==> src/rtl/epl_ecc_secded_encoder.sv <==
// Hamming SEC / SEC-DED write-path encoder with valid/ready handshakes,
// a 2-entry output FIFO and a saturating delivered-word counter.
module epl_ecc_secded_encoder #(
    parameter  int DATA_W  = 8,
    parameter  int PAR_INV = 1,
    parameter  int EN_OVP  = 1,
    localparam int P       = (DATA_W <= 4)  ? 3 :
                             (DATA_W <= 11) ? 4 :
                             (DATA_W <= 26) ? 5 :
                             (DATA_W <= 57) ? 6 : 7,
    localparam int N       = DATA_W + P,
    localparam int CW_W    = N + ((EN_OVP != 0) ? 1 : 0)
) (
    input  logic              pCLK_i,
    input  logic              nRST_i,
    input  logic              pVALID_i,
    output logic              pREADY_o,
    input  logic [DATA_W-1:0] pDATA_i,
    output logic              pVALID_o,
    input  logic              pREADY_i,
    output logic [CW_W-1:0]   pCODEWORD_o,
    input  logic              pCLR_i,
    output logic [15:0]       pWORDS_o
);

    typedef enum logic [1:0] {EMPTY, ONE, FULL} state_t;

    state_t          state, state_nxt;
    logic [CW_W-1:0] head, tail, head_nxt, tail_nxt, cw;
    logic [N-1:0]    body;
    logic            in_fire, out_fire;

    assign pREADY_o    = (state != FULL);
    assign pVALID_o    = (state != EMPTY);
    assign in_fire     = pVALID_i & pREADY_o;
    assign out_fire    = pVALID_o & pREADY_i;
    assign pCODEWORD_o = pVALID_o ? head : '0;

    // Data index of a non-power-of-two position = pos - (#powers of two <= pos) - 1.
    always_comb begin : enc
        logic par;
        body = '0;
        par  = 1'b0;
        for (int pos = 1; pos <= N; pos++) begin
            if ((pos & (pos - 1)) != 0)
                body[pos-1] = pDATA_i[pos - $clog2(pos + 1) - 1];
        end
        for (int j = 0; j < P; j++) begin
            par = (PAR_INV != 0);
            for (int pos = 1; pos <= N; pos++) begin
                if ((((pos >> j) & 1) != 0) && ((pos & (pos - 1)) != 0))
                    par = par ^ body[pos-1];
            end
            body[(1 << j) - 1] = par;
        end
    end

    // Overall parity covers the already-inverted check bits and is never inverted.
    if (EN_OVP != 0) begin : g_ovp
        assign cw = {^body, body};
    end else begin : g_sec
        assign cw = body;
    end

    always_comb begin
        state_nxt = state;
        head_nxt  = head;
        tail_nxt  = tail;
        case (state)
            EMPTY: if (in_fire) begin
                state_nxt = ONE;
                head_nxt  = cw;
            end
            ONE: begin
                if (in_fire && out_fire) begin
                    head_nxt = cw;
                end else if (in_fire) begin
                    state_nxt = FULL;
                    tail_nxt  = cw;
                end else if (out_fire) begin
                    state_nxt = EMPTY;
                end
            end
            FULL: if (out_fire) begin
                state_nxt = ONE;
                head_nxt  = tail;
            end
            default: state_nxt = EMPTY;
        endcase
    end

    always_ff @(posedge pCLK_i or negedge nRST_i) begin
        if (!nRST_i) begin
            state <= EMPTY;
            head  <= '0;
            tail  <= '0;
        end else begin
            state <= state_nxt;
            head  <= head_nxt;
            tail  <= tail_nxt;
        end
    end

    always_ff @(posedge pCLK_i or negedge nRST_i) begin
        if (!nRST_i)
            pWORDS_o <= '0;
        else if (pCLR_i)
            pWORDS_o <= '0;
        else if (out_fire && (pWORDS_o != 16'hFFFF))
            pWORDS_o <= pWORDS_o + 16'd1;
    end

endmodule
==> config.mk <==
export PLATFORM = sky130hd
export DESIGN_NAME = epl_ecc_secded_encoder
export DESIGN_NICKNAME = d
export VERILOG_FILES = /design/src/rtl/epl_ecc_secded_encoder.sv
export SDC_FILE = /design/constraint.sdc
export NUM_CORES = 1
export LEC_CHECK = 0
export BUFFER_PORTS_ARGS = -buffer_cell sky130_fd_sc_hd__buf_2
export CORE_ASPECT_RATIO = 0.9
export CORE_UTILIZATION = 41
export CTS_CLUSTER_SIZE = 28
export DETAILED_ROUTE_END_ITERATION = 6
export SLEW_MARGIN = 20
export SYNTH_ARGS = -nofsm -noshare
export SYNTH_HDL_FRONTEND = slang
export SYNTH_SLANG_ARGS = --single-unit
==> constraint.sdc <==
create_clock -name pCLK_i -period 4.1 [get_ports pCLK_i]
set_input_delay 0.41 -clock pCLK_i [delete_from_list [all_inputs] [get_ports pCLK_i]]
set_output_delay 0.41 -clock pCLK_i [all_outputs]
set_load 0.005 [all_outputs]
==> out/results.txt, run 1 <==
The run finished with clean final reports. Fill cells in the final layout number 533. Pin placement for this block handled 44 I/O pins. The signed area change from the synthesized netlist to the final layout is 14.5%. Global routing finished with a remaining overflow of 0. Summing all multi-input logic gate instances after layout gives 1160 sq um. The initialized floorplan defines 25 standard-cell rows.

For this block, the routed nets add up to 4930 microns of wire. Once layout is done, the placed cells without fillers occupy 2670 sq um. The run gives 5 as the number of CTS-inserted buffers. The tools report the origin of the worst setup path as state[1]$_DFFE_PN0P_.

The run gives 0 as the number of diodes. The detail route stage leaves a number of antenna-violating nets equal to 0. Reg-to-reg startpoint: state[1]$_DFFE_PN0P_. The number of global-route vias before repair is 1580, and the register area share after synthesis is 47.2%. The logs give 0.00800 ns for the clock tree skew after final layout and 3.69 ns for the required arrival time at the worst endpoint. Setup repair after global routing left no endpoint under its margin.

The logs give 0.219 mV for the peak supply drop and 18.1% for the all-layer global routing usage. The largest incremental delay on the critical path was 0.72 ns; the summed negative setup slack over all endpoints was 0 ns. The core area was 5380 sq um.

The net switching power of the design came out at 355 uW. Of the total power, combinational logic draws 28.7%. The internal portion of the total power is 831 uW. The logs give 339 for the number of standard cells in the layout, taps in and fillers out and 0.29 ns for the insertion delay of the later-clocked pin in the worst-skew pair. In this run the register-to-register setup slack is 1.55 ns. In this run the post-CTS setup repair buffer count came out at 0. The hold-fix buffer count after cts was 0; the timing-limited maximum frequency was 0.346 GHz. The count of final setup violators came out at 0. The count of unique library cells instantiated by Yosys is 49. Clock-pin slew was measured on the worst setup and hold paths at 0.08 ns. The number of cell instances on the worst register-to-register path is 5.

Minimum setup slack after placement: 1.53 ns. The most used flip-flop cell after synthesis is dfrtp_1. The post-route netlist has 25.4% of its cells at a drive strength greater than 1.

Data on the critical path arrives at its endpoint at 2.48 ns. For the count of pins over their slew limit, the log shows 0. The clock passes through at most 2 buffers. Once routing completed, OpenROAD measured the worst setup slack at 1.21 ns. Register share of total power: 50.8%.

The routed layout has 1824 vias. The placed cell count is 334. The clock network accounts for 20.5% of the total power. Depth of the CTS H-tree: 2.

Cell accounting for the most synthesized area: dfrtp_1. The tools report the end of the worst register-to-register path as head[0]$_DFFE_PN0P_. The tools report the worst-case headroom to the max-slew limit as 44.8%. The top cell type's share of synthesized area was 47.2%; the HPWL after detailed placement was 3360 microns.

The number of nets produced by synthesis came out at 247. CTS placed an instance of clkbuf_8 at the clock tree root. The final weighted congestion in routability-driven placement came out at 0.743. The kind of launch point of the worst setup path was a flop.

In the final routed layout, each cell accounts on average for 14.5 microns. In this run the power density over the cells is 444 nW/um^2. Yosys printed 0 warnings. After synthesis the cells add up to 2330 sq um.

The number of maximum-capacitance constraint violations is 0, and the share of the cycle needed by the critical path after routing is 70.4%. Entering global routing, the biggest net connects 45 pins. Measured on the finished design, the core utilization comes to 49.6%. Counting instances in the post-synthesis netlist gives the leading cell types as dfrtp_1, nand2_1, nor2_1.

The pin slew with the least headroom to its limit is 0.827 ns. For the finished layout, the period the worst path requires is 2.89 ns. The run gives 43.3% as the initial standard-cell utilization of the core. The critical path goes through nor2b_1, clkinv_1, buf_2. Number of gates resized after CTS: 0.

The logs give 2590 sq um for the total placed instance area and 5990 sq um for the full die area. The average instance in the mapped netlist occupies 10.0 sq um. The chip height was 73.6 microns.

Registers take 1100 sq um. Counting every instance in the synthesized netlist gives 233. The total of flip-flops plus latches after synthesis is 44, and the number of nets at the end of the flow is 288. Dividing the detail-routed via count by the number of cells gives 5.38. Of all nets on the critical path, the largest fanout is 16. Ranked by total cell area, the synthesized netlist is headed by dfrtp_1, mux2_2, nand2_1, a21oi_1, nor2_1.

The number of buffer cells added on primary ports is 43. The critical path class was flop to output pin. The number of synthesized flops with an enable pin is 0. The die is 81.5 microns wide. The final count of hold timing violations was 0; the switching part of the total power was 29.9%.

The slowest cell on the critical path is clkinv_1. The run gives 0.00117 uW as the leakage power. Most repeated cell in the gate-level netlist after synthesis: dfrtp_1. TritonCTS built the clock tree. The kind of end point of the critical path is an output pin. The first global-routing pass estimated 7980 microns of wire. Counting every sink on the clock net gives 44.

The run gives 0 as the number of antenna violations at the first check in global routing. The min-delay analysis places its worst path in the category primary input to async pin. The tools report the number of iterations in the first detailed-routing pass as 4. The number of DRC violations after detailed routing is 0, and the number of design-rule violations left by the first detailed-router iteration is 63. The async set-or-reset flop fraction in the synthesized netlist was 100%.
[kinds of logic (layout without fill, tap and decap cells)]
| group | Yosys count | after routing | synth area share (%) |
|---|---|---|---|
| buffers and inverters | 16 | 55 | 3.33 |
| muxes | 14 | 14 | 6.65 |
| and+or+nand+nor | 92 | 92 | 20.9 |
| DFF | 44 | 44 | 47.2 |
| adders and majority gates | 1 | 1 | 0.536 |
| xor gates and xnor gates | 13 | 13 | 6.71 |
| AOI/OAI and AO/OA | 53 | 53 | 14.7 |
[power groups by stage]
| stage | Sequential (uW) | Clock (uW) | Combinational, uW |
|---|---|---|---|
| final | 602 | 243 | 340 |
| after detailed placement | 611 | 0 | 341 |
| after floorplan | 596 | 0 | 237 |
| after CTS | 603 | 254 | 342 |
| after global placement | 607 | 0 | 337 |
| after global routing | 620 | 270 | 386 |
[flip-flops by register name, indices dropped and copies added, names as in the netlist]
name,cells
state,2
head,13
tail,13
pWORDS_o,16
[placed cells by master (no fill, tap or decap), types with 4 or more instances in the layout]
master / n
a21oi_1: 17
a31oi_1: 10
and2_1: 13
buf_2: 42
clkbuf_8: 5
dfrtp_1: 44
inv_1: 4
mux2_2: 12
nand2_1: 24
nand3_1: 5
nor2_1: 22
o21ai_0: 6
o31ai_1: 5
or4_1: 5
xnor2_1: 9
[through the flow]
| step | hold WS [ns] | total power (uW) |
|---|---|---|
| after global placement | 0.490 | 944 |
| after global routing | 0.151 | 1280 |
| after CTS | 0.318 | 1200 |
| after detailed placement | 0.490 | 952 |
| after floorplan | 0.114 | 833 |
| final | 0.107 | 1190 |
[layer usage]
layer  wire (microns)  GRT usage, %  vias to the layer above
met5                0             0                        -
met4               32          5.36                        0
met3              148          3.73                        2
met2             2030          23.9                       27
met1             2730          28.9                      881
li1                 -             -                      914
[worst max path at each step]
| stage | to | slack, ns | depth (start not counted) |
|---|---|---|---|
| floorplan | pWORDS_o[11]$_DFFE_PN0P_ | 2.40 | 4 |
| global placement | pREADY_o | 1.66 | 3 |
| detailed placement | pREADY_o | 1.53 | 3 |
| CTS | pREADY_o | 1.21 | 3 |
| global route | pREADY_o | 1.05 | 3 |
| finish | pREADY_o | 1.21 | 3 |
[critical path: cells and delay by family (launching register included)]
family / cells / cell delay [ns]
buf+inv: 2 / 1.05
flops: 1 / 0.44
simple gates: 1 / 0.70
[layout make-up]
cell class                 count  area share, %
timing repair buffer          45           8.72
multi-input combinational    173           43.6
sequential                    44           41.2
clock buffer                   5           2.58
tap                           67           3.14
inverter                       5          0.703
Note: power is estimated with default switching activity, not from simulation.
==> run 2, diff against run 1 <==
--- a/config.mk
+++ b/config.mk
@@ -5,6 +5,7 @@
 export SDC_FILE = /design/constraint.sdc
 export NUM_CORES = 1
 export LEC_CHECK = 0
+export ABC_AREA = 1
 export BUFFER_PORTS_ARGS = -buffer_cell sky130_fd_sc_hd__buf_2
 export CORE_ASPECT_RATIO = 0.9
 export CORE_UTILIZATION = 41
==> constraint.sdc (replaced) <==
create_clock -name pCLK_i -period 2.5 [get_ports pCLK_i]
set_input_delay 0.25 -clock pCLK_i [delete_from_list [all_inputs] [get_ports pCLK_i]]
set_output_delay 0.25 -clock pCLK_i [all_outputs]
set_load 0.005 [all_outputs]
==> out/results.txt, run 2 <==
The post-synthesis instance area was 2530 sq um (+8.6%); the total number of vias was 2225 (+22%). The path class of the tightest hold or removal check is primary input to flop. Final count of hold timing violations: 0 (unchanged). The fraction of final layout cells sized beyond drive strength 1 works out to 20.2% (-5.1 points). The mean cell area of the mapped netlist is 7.86 sq um (-21%). The run gives 2 (unchanged) as the depth of the CTS H-tree. Most common cell after layout, fill and taps aside: nand2_1.

The run gives 0 (unchanged) as the post-CTS repair timing setup buffer count. The largest registers in the layout are pWORDS_o: 16 flops, head: 13 flops, tail: 13 flops. The tools report the number of design-rule violations left by the first detailed-router iteration as 198 (+210%). The all-layer global routing usage came out at 19.4% (+1.3 points). Register share of total power: 41.0% (-9.8 points). The largest incremental delay on the critical path was 0.43 ns (-0.29 ns); the required arrival time at the worst endpoint was 2.73 ns (-0.96 ns). The count of final setup violators was 0 (unchanged). For the endpoint arrival time on the critical path, the log shows 2.07 ns (-0.41 ns). The average wire per cell in the routed design came out at 13.1 microns (-10%). The total placed instance area is 2790 sq um (+7.7%). The number of nets produced by synthesis was 336 (+36%); the number of iterations in the first detailed-routing pass was 7 (+3). The HPWL after detailed placement was 4240 microns (+26%); the cell row count was 26 (+4.0%).

The number of maximum-capacitance constraint violations is 0 (unchanged), and the clock group share of total power is 23.5% (+3.0 points). TritonCTS built the clock tree. The number of antenna violations at the first check in global routing was 0 (unchanged). The run gives 0 ns (unchanged) as the summed negative setup slack over all endpoints. nand2_1 is the most common cell in the netlist. The horizontal die dimension was 84.8 microns (+4.1%); the initial standard-cell utilization of the core was 43.5% (+0.14 points). The logs give 2 (unchanged) for the buffer levels on the longest clock path and 0 (unchanged) for the residual antenna-violating net count after detailed routing.

The run finished, with violations left. The internal cell power was 1630 uW (+96%); the share of the cycle needed by the critical path after routing was 73.7%. The pin slew with the least headroom to its limit was 0.595 ns (-0.231 ns); the top cell type's share of synthesized area was 43.5% (-3.7 points). Maximum net fanout on the critical path: 12 (-4).

The minimum setup slack after placement came out at 0.673 ns (-0.862 ns). The async set-or-reset flop fraction in the synthesized netlist was 100% (unchanged). The worst-case headroom to the max-slew limit was 60.3% (+15 points); the via density per instance was 5.10 (-5.2%). Number of buffer cells added on primary ports: 43 (unchanged). The core area came out at 5820 sq um (+8.2%).

The final core area utilization is 50.2% (+0.59 points), and the share of power burned in combinational logic is 35.5% (+6.8 points). The switching part of the total power is 35.8% (+5.9 points), and the power density normalized to cell area is 868 nW/um^2 (+96%). The routed design could run at a clock period as short as 1.84 ns. Counting instances in the post-synthesis netlist gives the leading cell types as nand2_1, dfrtp_1, inv_1. First-pass GRT wire length: 10000 microns (+25%).

The run gives 44 (unchanged) as the boundary pin count. The final reports fail on design-rule violations. The number of filler instances in the final layout was 572 (+7.3%). The largest net degree at the start of global routing came out at 24 (-47%).

The register clock-pin slew on the reported worst setup and hold paths was 0.08 ns (about the same). Among all stages on the critical path, the largest delay is contributed by dfrtp_1. The tools report the count of clock tree sinks as 44 (unchanged). The final weighted congestion in routability-driven placement came out at 0.870 (+17%). For the count of unique library cells instantiated by Yosys, the log shows 34 (-31%). The area growth from synthesis to layout is 15.5%. The synthesized netlist cell count is 322 (+38%), and the number of diodes is 0 (unchanged). The tools report the number of CTS-inserted buffers as 5 (unchanged).

Summed over all instances, the cell type with the most area after synthesis is dfrtp_1. The tools report the number of DRC violations after detailed routing as 2 (+2). The count of pins over their slew limit was 0 (unchanged); the total overflow reported by the global router was 0 (unchanged). The tools report the number of nets at the end of the flow as 379 (+32%). The net switching power of the design was 910 uW (+160%); the number of synthesized flops with an enable pin was 0 (unchanged). The critical path goes through ha_1, nand3_1, nor3_4, nand3_2, nand2_2, nor2_1, nand3_1, nand2_1, a21oi_1. The number of global-route vias before repair is 1977 (+25%).

STA classifies the critical path endpoint as a flop. The run gives 0.431 mV (+97%) as the peak supply drop. Among cell families on the critical path, the largest total delay comes from simple AND/OR/NAND/NOR gates. Yosys attributes the largest share of cell area to dfrtp_1, nand2_1, inv_1, nand3_1, nor2_1. The tools report the register area share after synthesis as 43.5% (-3.7 points). The total of flip-flops plus latches after synthesis was 44 (unchanged). The register-to-register setup slack was 0.66 ns (-0.89 ns). Leaving out fill and tap cells, the most frequent cells in the layout are nand2_1, dfrtp_1, buf_2, inv_1, nor2_1. The critical path class was flop to flop.

The logs give 2920 sq um (+9.5%) for the final cell area excluding filler cells and 0.543 GHz for the timing-limited maximum frequency. Setup repair after global routing left no endpoint under its margin. Chip height: 76.6 microns (+4.1%).

The full die area was 6500 sq um (+8.4%). The tools report the number of warnings reported in the yosys synthesis log as 0 (unchanged). Most flop-heavy register: pWORDS_o. Critical path buffer and inverter count: 0 (-2). The tools report the leakage power as 0.00144 uW (+23%). The clock tree skew after final layout came out at 0.00483 ns (-0.00317 ns).

The tools report the post-route worst setup slack as 0.658 ns (-0.554 ns). The root buffer cell chosen for the clock tree is clkbuf_8. The insertion delay of the later-clocked pin in the worst-skew pair came out at 0.30 ns (about the same).

Most frequently used flop master after synthesis: dfrtp_1. For the final wirelength, the log shows 5700 microns (+16%). The kind of launch point of the worst setup path is a flop.

The flip-flop count of the largest register, all copies and words added is 16 (unchanged). The most numerous cell type found on the critical path is nand3_1.
[run 2: changes by cell type after synthesis, moves of 11 or more]
cell,delta
nand3_1,+19
nand2_1,+45
o211ai_1,+11
and2_1,-13
o21ai_0,+12
o21ai_1,+11
inv_1,+38
mux2_2,-12
[run 2: power by group through the flow]
| stage | Sequential, uW | Combinational [uW] | Clock [uW] |
|---|---|---|---|
| after floorplan | 1040 | 668 | 0 |
| after global placement | 1050 | 892 | 0 |
| after detailed placement | 1060 | 901 | 0 |
| after CTS | 1040 | 912 | 613 |
| after global routing | 1070 | 1050 | 636 |
| final | 1040 | 901 | 596 |
[run 2: cell families after synthesis]
kind of cell | count (synthesis) | synth area share, %
and+or+nand+nor | 148 | 27.6
AOI/OAI and AO/OA | 58 | 13.6
buffers and inverters | 55 | 9.29
DFF | 44 | 43.5
xor gates and xnor gates | 16 | 5.53
adders and majority gates | 1 | 0.494
[run 2: worst register-to-register path: cells and delay by family (launching register included)]
| kind | cells | cell delay [ns] |
|---|---|---|
| AOI/OAI and AO/OA | 1 | 0.12 |
| adders and majority gates | 1 | 0.22 |
| DFF | 1 | 0.43 |
| and+or+nand+nor | 7 | 1.01 |
[run 2: path summary, 6_finish.rpt]
| kind | from | endpoint | cells after the start |
|---|---|---|---|
| max in group asynchronous | nRST_i | pWORDS_o[0]$_DFFE_PN0P_ | 3 |
| hold reg to reg | tail[0]$_DFFE_PN0P_ | tail[0]$_DFFE_PN0P_ | 2 |
| setup reg to reg | pWORDS_o[0]$_DFFE_PN0P_ | pWORDS_o[6]$_DFFE_PN0P_ | 9 |
| hold / removal | pCLR_i | pWORDS_o[0]$_DFFE_PN0P_ | 2 |
| setup / recovery | pWORDS_o[0]$_DFFE_PN0P_ | pWORDS_o[6]$_DFFE_PN0P_ | 9 |
| min in group asynchronous | nRST_i | pWORDS_o[12]$_DFFE_PN0P_ | 2 |
[run 2: layer usage]
metal	vias to the layer above	share of wire, %	GRT usage [%]
met5	-	0	0
met4	0	1.0	5.76
met3	5	3.7	3.68
met2	50	41	27.0
met1	1032	54	30.1
li1	1138	-	-
[run 2: through the flow]
| stage | power (uW) | cells | hold WS (ns) |
|---|---|---|---|
| floorplan | 1710 | 322 | -0.0456 |
| global placement | 1940 | 427 | 0.146 |
| detailed placement | 1960 | 427 | 0.152 |
| CTS | 2570 | 436 | 0.227 |
| global route | 2760 | 436 | 0.239 |
| finish | 2540 | 436 | 0.241 |
[run 2: repair_timing]
item / in CTS / in global routing
endpoints found under the setup margin: 0 / 0
gates resized for setup: 0 / 0
hold endpoints to repair: 10 / 0
hold buffers: 1 / 0
[run 2: area by class of cell]
class,count,area (sq um),area share [%]
tap,70,87.6,3.00
multi-input combinational,223,1200,40.9
inverter,44,165,5.65
clock buffer,7,96.3,3.29
sequential,44,1100,37.7
clock inverter,1,30.0,1.03
timing repair buffer,47,248,8.47
==> run 3, diff against run 2 <==
--- a/config.mk
+++ b/config.mk
@@ -5,7 +5,7 @@
 export SDC_FILE = /design/constraint.sdc
 export NUM_CORES = 1
 export LEC_CHECK = 0
-export ABC_AREA = 1
+export ABC_AREA = 0
 export BUFFER_PORTS_ARGS = -buffer_cell sky130_fd_sc_hd__buf_2
 export CORE_ASPECT_RATIO = 0.9
 export CORE_UTILIZATION = 41
==> constraint.sdc (replaced) <==
create_clock -name pCLK_i -period 1.8 [get_ports pCLK_i]
set_input_delay 0.18 -clock pCLK_i [delete_from_list [all_inputs] [get_ports pCLK_i]]
set_output_delay 0.18 -clock pCLK_i [all_outputs]
set_load 0.005 [all_outputs]
==> out/results.txt, run 3 (synthesis results as in run 1) <==
The number of cell instances on the worst register-to-register path was 5 (-4). For the number of antenna violations at the first check in global routing, the log shows 0 (unchanged). The startpoint identified for the worst hold timing path is pDATA_i[4].

The tree is rooted in a clkbuf_8. The run gives 0 (unchanged) as the total overflow reported by the global router. The initial standard-cell utilization of the core came out at 43.3% (-0.14 points).

Ranked by flip-flop count, first place goes to pWORDS_o. The power density normalized to cell area works out to 1000 nW/um^2 (+15%). The number of maximum-capacitance constraint violations came out at 0 (unchanged).

The flip-flop count of the largest register, all copies and words added is 16 (unchanged), and the largest net degree at the start of global routing is 45 (+88%). The end of the worst register-to-register path is pWORDS_o[12]$_DFFE_PN0P_. The number of standard cells in the layout, taps in and fillers out is 362 (-17%), and the required arrival time at the worst endpoint is 2.00 ns (-0.73 ns).

The chip height works out to 73.6 microns (-3.9%). Register-to-register setup slack: 0.06 ns (-0.60 ns). The number of DRC violations after detailed routing was 0 (-2). The number of CTS-inserted buffers came out at 5 (unchanged). All-layer global routing usage: 19.8% (+0.46 points).

The final worst hold slack was 0.161 ns (-0.0801 ns). Setup repair after global routing could not meet its margin everywhere. For the count of pins over their slew limit, the log shows 0 (unchanged). The kind of path behind the tightest hold check is primary input to flop.

The full die area was 5990 sq um (-7.7%); the via density per instance was 5.33 (+4.5%). STA classifies the critical path endpoint as a flop. The core area was 5380 sq um (-7.6%).

For the summed negative setup slack over all endpoints, the log shows 0 ns (unchanged). The tools report the origin of the worst setup path as pWORDS_o[1]$_DFFE_PN0P_. The placed cell count was 351 (-18%); the buffer levels on the longest clock path was 2 (unchanged).

For the total number of vias, the log shows 1931 (-13%). The time the final worst path needs with I/O delays and setup came out at 1.74 ns (-0.102 ns). The first-pass GRT wire length was 8910 microns (-11%). For the peak supply drop, the log shows 0.624 mV (+45%).

The pin slew with the least headroom to its limit is 0.572 ns (-0.0235 ns). The number of nets at the end of the flow is 308 (-19%). The startpoint identified for the worst register-to-register timing path is pWORDS_o[1]$_DFFE_PN0P_. The clock tree skew after final layout is 0.00600 ns (+0.00117 ns).

Following the worst setup path forward leads to its endpoint at pWORDS_o[12]$_DFFE_PN0P_. The final core area utilization was 53.2% (+3.0 points); the count of clock tree sinks was 44 (unchanged). The tools report the cell row count as 25 (-3.8%). STA classifies the critical path startpoint as a flop.

The tools report the number of global-route vias before repair as 1852 (-6.3%). TritonCTS built the clock tree. The tools report the count of final setup violators as 0 (unchanged). Endpoint arrival time on the critical path: 1.94 ns (-0.13 ns).

For the leakage power, the log shows 0.00128 uW (-11%). The logs give 5280 microns (-7.2%) for the final wirelength and 4 (-3) for the number of iterations in the first detailed-routing pass. The share of the cycle needed by the critical path after routing was 96.7% (+23 points); the signed area change from the synthesized netlist to the final layout was 22.7%.

The worst-case headroom to the max-slew limit was 61.9% (+1.6 points). The largest registers in the layout are pWORDS_o: 16 flops, head: 13 flops, tail: 13 flops. The run gives 0 (unchanged) as the final count of hold timing violations. The top cell types in the final layout, fill and taps aside, are dfrtp_1, buf_2, nand2_1, nor2_1, buf_4. The run gives 2860 uW (+13%) as the overall power of the completed layout. Number of buffer cells added on primary ports: 43 (unchanged). The flow ran to the end, and the final reports show no timing, DRC or antenna violations. The critical path class is flop to flop. The number of diodes was 0 (unchanged); the HPWL after detailed placement was 3690 microns (-13%).

The average wire per cell in the routed design came out at 14.6 microns (+12%). The horizontal die dimension is 81.5 microns (-3.9%). The register clock-pin slew on the reported worst setup and hold paths works out to 0.08 ns (about the same). The logs give 0.752 (-14%) for the final weighted congestion in routability-driven placement and 0.575 GHz (+5.9%) for the timing-limited maximum frequency. The boundary pin count was 44 (unchanged); the residual antenna-violating net count after detailed routing was 0 (unchanged). The logs give 98 (-51%) for the number of design-rule violations left by the first detailed-router iteration and 0.29 ns (about the same) for the insertion delay of the later-clocked pin in the worst-skew pair. The fraction of final layout cells sized beyond drive strength 1 was 32.2% (+12 points); the maximum net fanout on the critical path was 7 (-5).

The depth of the CTS H-tree came out at 2 (unchanged).
==> run 3: cell count changes in the layout (fill, tap and decap cells not counted), moves of 7 or more <==
cell | previous run | this run
inv_1 | 42 | 4
nand3_1 | 24 | 5
o211ai_1 | 11 | 0
and2_1 | 0 | 13
buf_4 | 3 | 20
mux2_2 | 0 | 12
o21ai_0 | 18 | 5
o21ai_1 | 13 | 2
a21oi_1 | 7 | 17
a31oi_1 | 0 | 10
xor2_1 | 8 | 1
nor3_1 | 10 | 2
nand2_1 | 69 | 24
==> run 3: through the flow <==
step	area (sq um)	setup WS (ns)
global placement	2730	0.0990
finish	2860	0.0602
floorplan	2330	0.102
detailed placement	2730	0.0650
global route	2860	-0.0640
CTS	2830	0.00406
==> run 3: where the power goes <==
group | internal (uW) | switching, uW
clock network | 307 | 343
logic | 455 | 404
registers | 1240 | 115
total | 2000 | 861
==> run 3: layout make-up <==
| cell class | instances | area (sq um) |
|---|---|---|
| Clock buffer | 6 | 82.6 |
| Clock inverter | 2 | 10.0 |
| Fill cell | 513 | 2520 |
| Inverter | 5 | 18.8 |
| Multi-Input combinational cell | 173 | 1170 |
| Sequential cell | 44 | 1100 |
| Tap cell | 67 | 83.8 |
| Timing Repair Buffer | 65 | 395 |
==> run 3: how the worst min path moves through the flow <==
stage | to | slack, ns | depth (start not counted)
6_report | tail[8]$_DFFE_PN0P_ | 0.16 | 2
3_5_place_dp | pWORDS_o[1]$_DFFE_PN0P_ | 0.30 | 2
4_1_cts | tail[8]$_DFFE_PN0P_ | 0.16 | 2
5_1_grt | tail[8]$_DFFE_PN0P_ | 0.16 | 2
2_1_floorplan | head[0]$_DFFE_PN0P_ | -0.12 | 0
3_3_place_gp | pWORDS_o[0]$_DFFE_PN0P_ | 0.30 | 2
==> run 3: critical path: stages (launching register included) <==
cell and delay, ns:
dfrtp_1 0.41, ha_2 0.24, inv_1 0.06, or2_1 0.30, o41a_1 0.40, a311oi_2 0.23
==> run 3: timing repair <==
action | CTS | global route
setup endpoints to repair | 0 | 26
buffers inserted | 0 | 2
endpoints found under the hold margin | 44 | 0
resized for setup | 0 | 7
hold buffers | 1 | 0
==> run 3: layer usage <==
layer	vias up	wire length [microns]	GRT usage, %
li1	955	-	-
met4	0	53	5.36
met2	21	2350	29.6
met5	-	0	0
met3	5	156	3.73
met1	950	2730	29.3
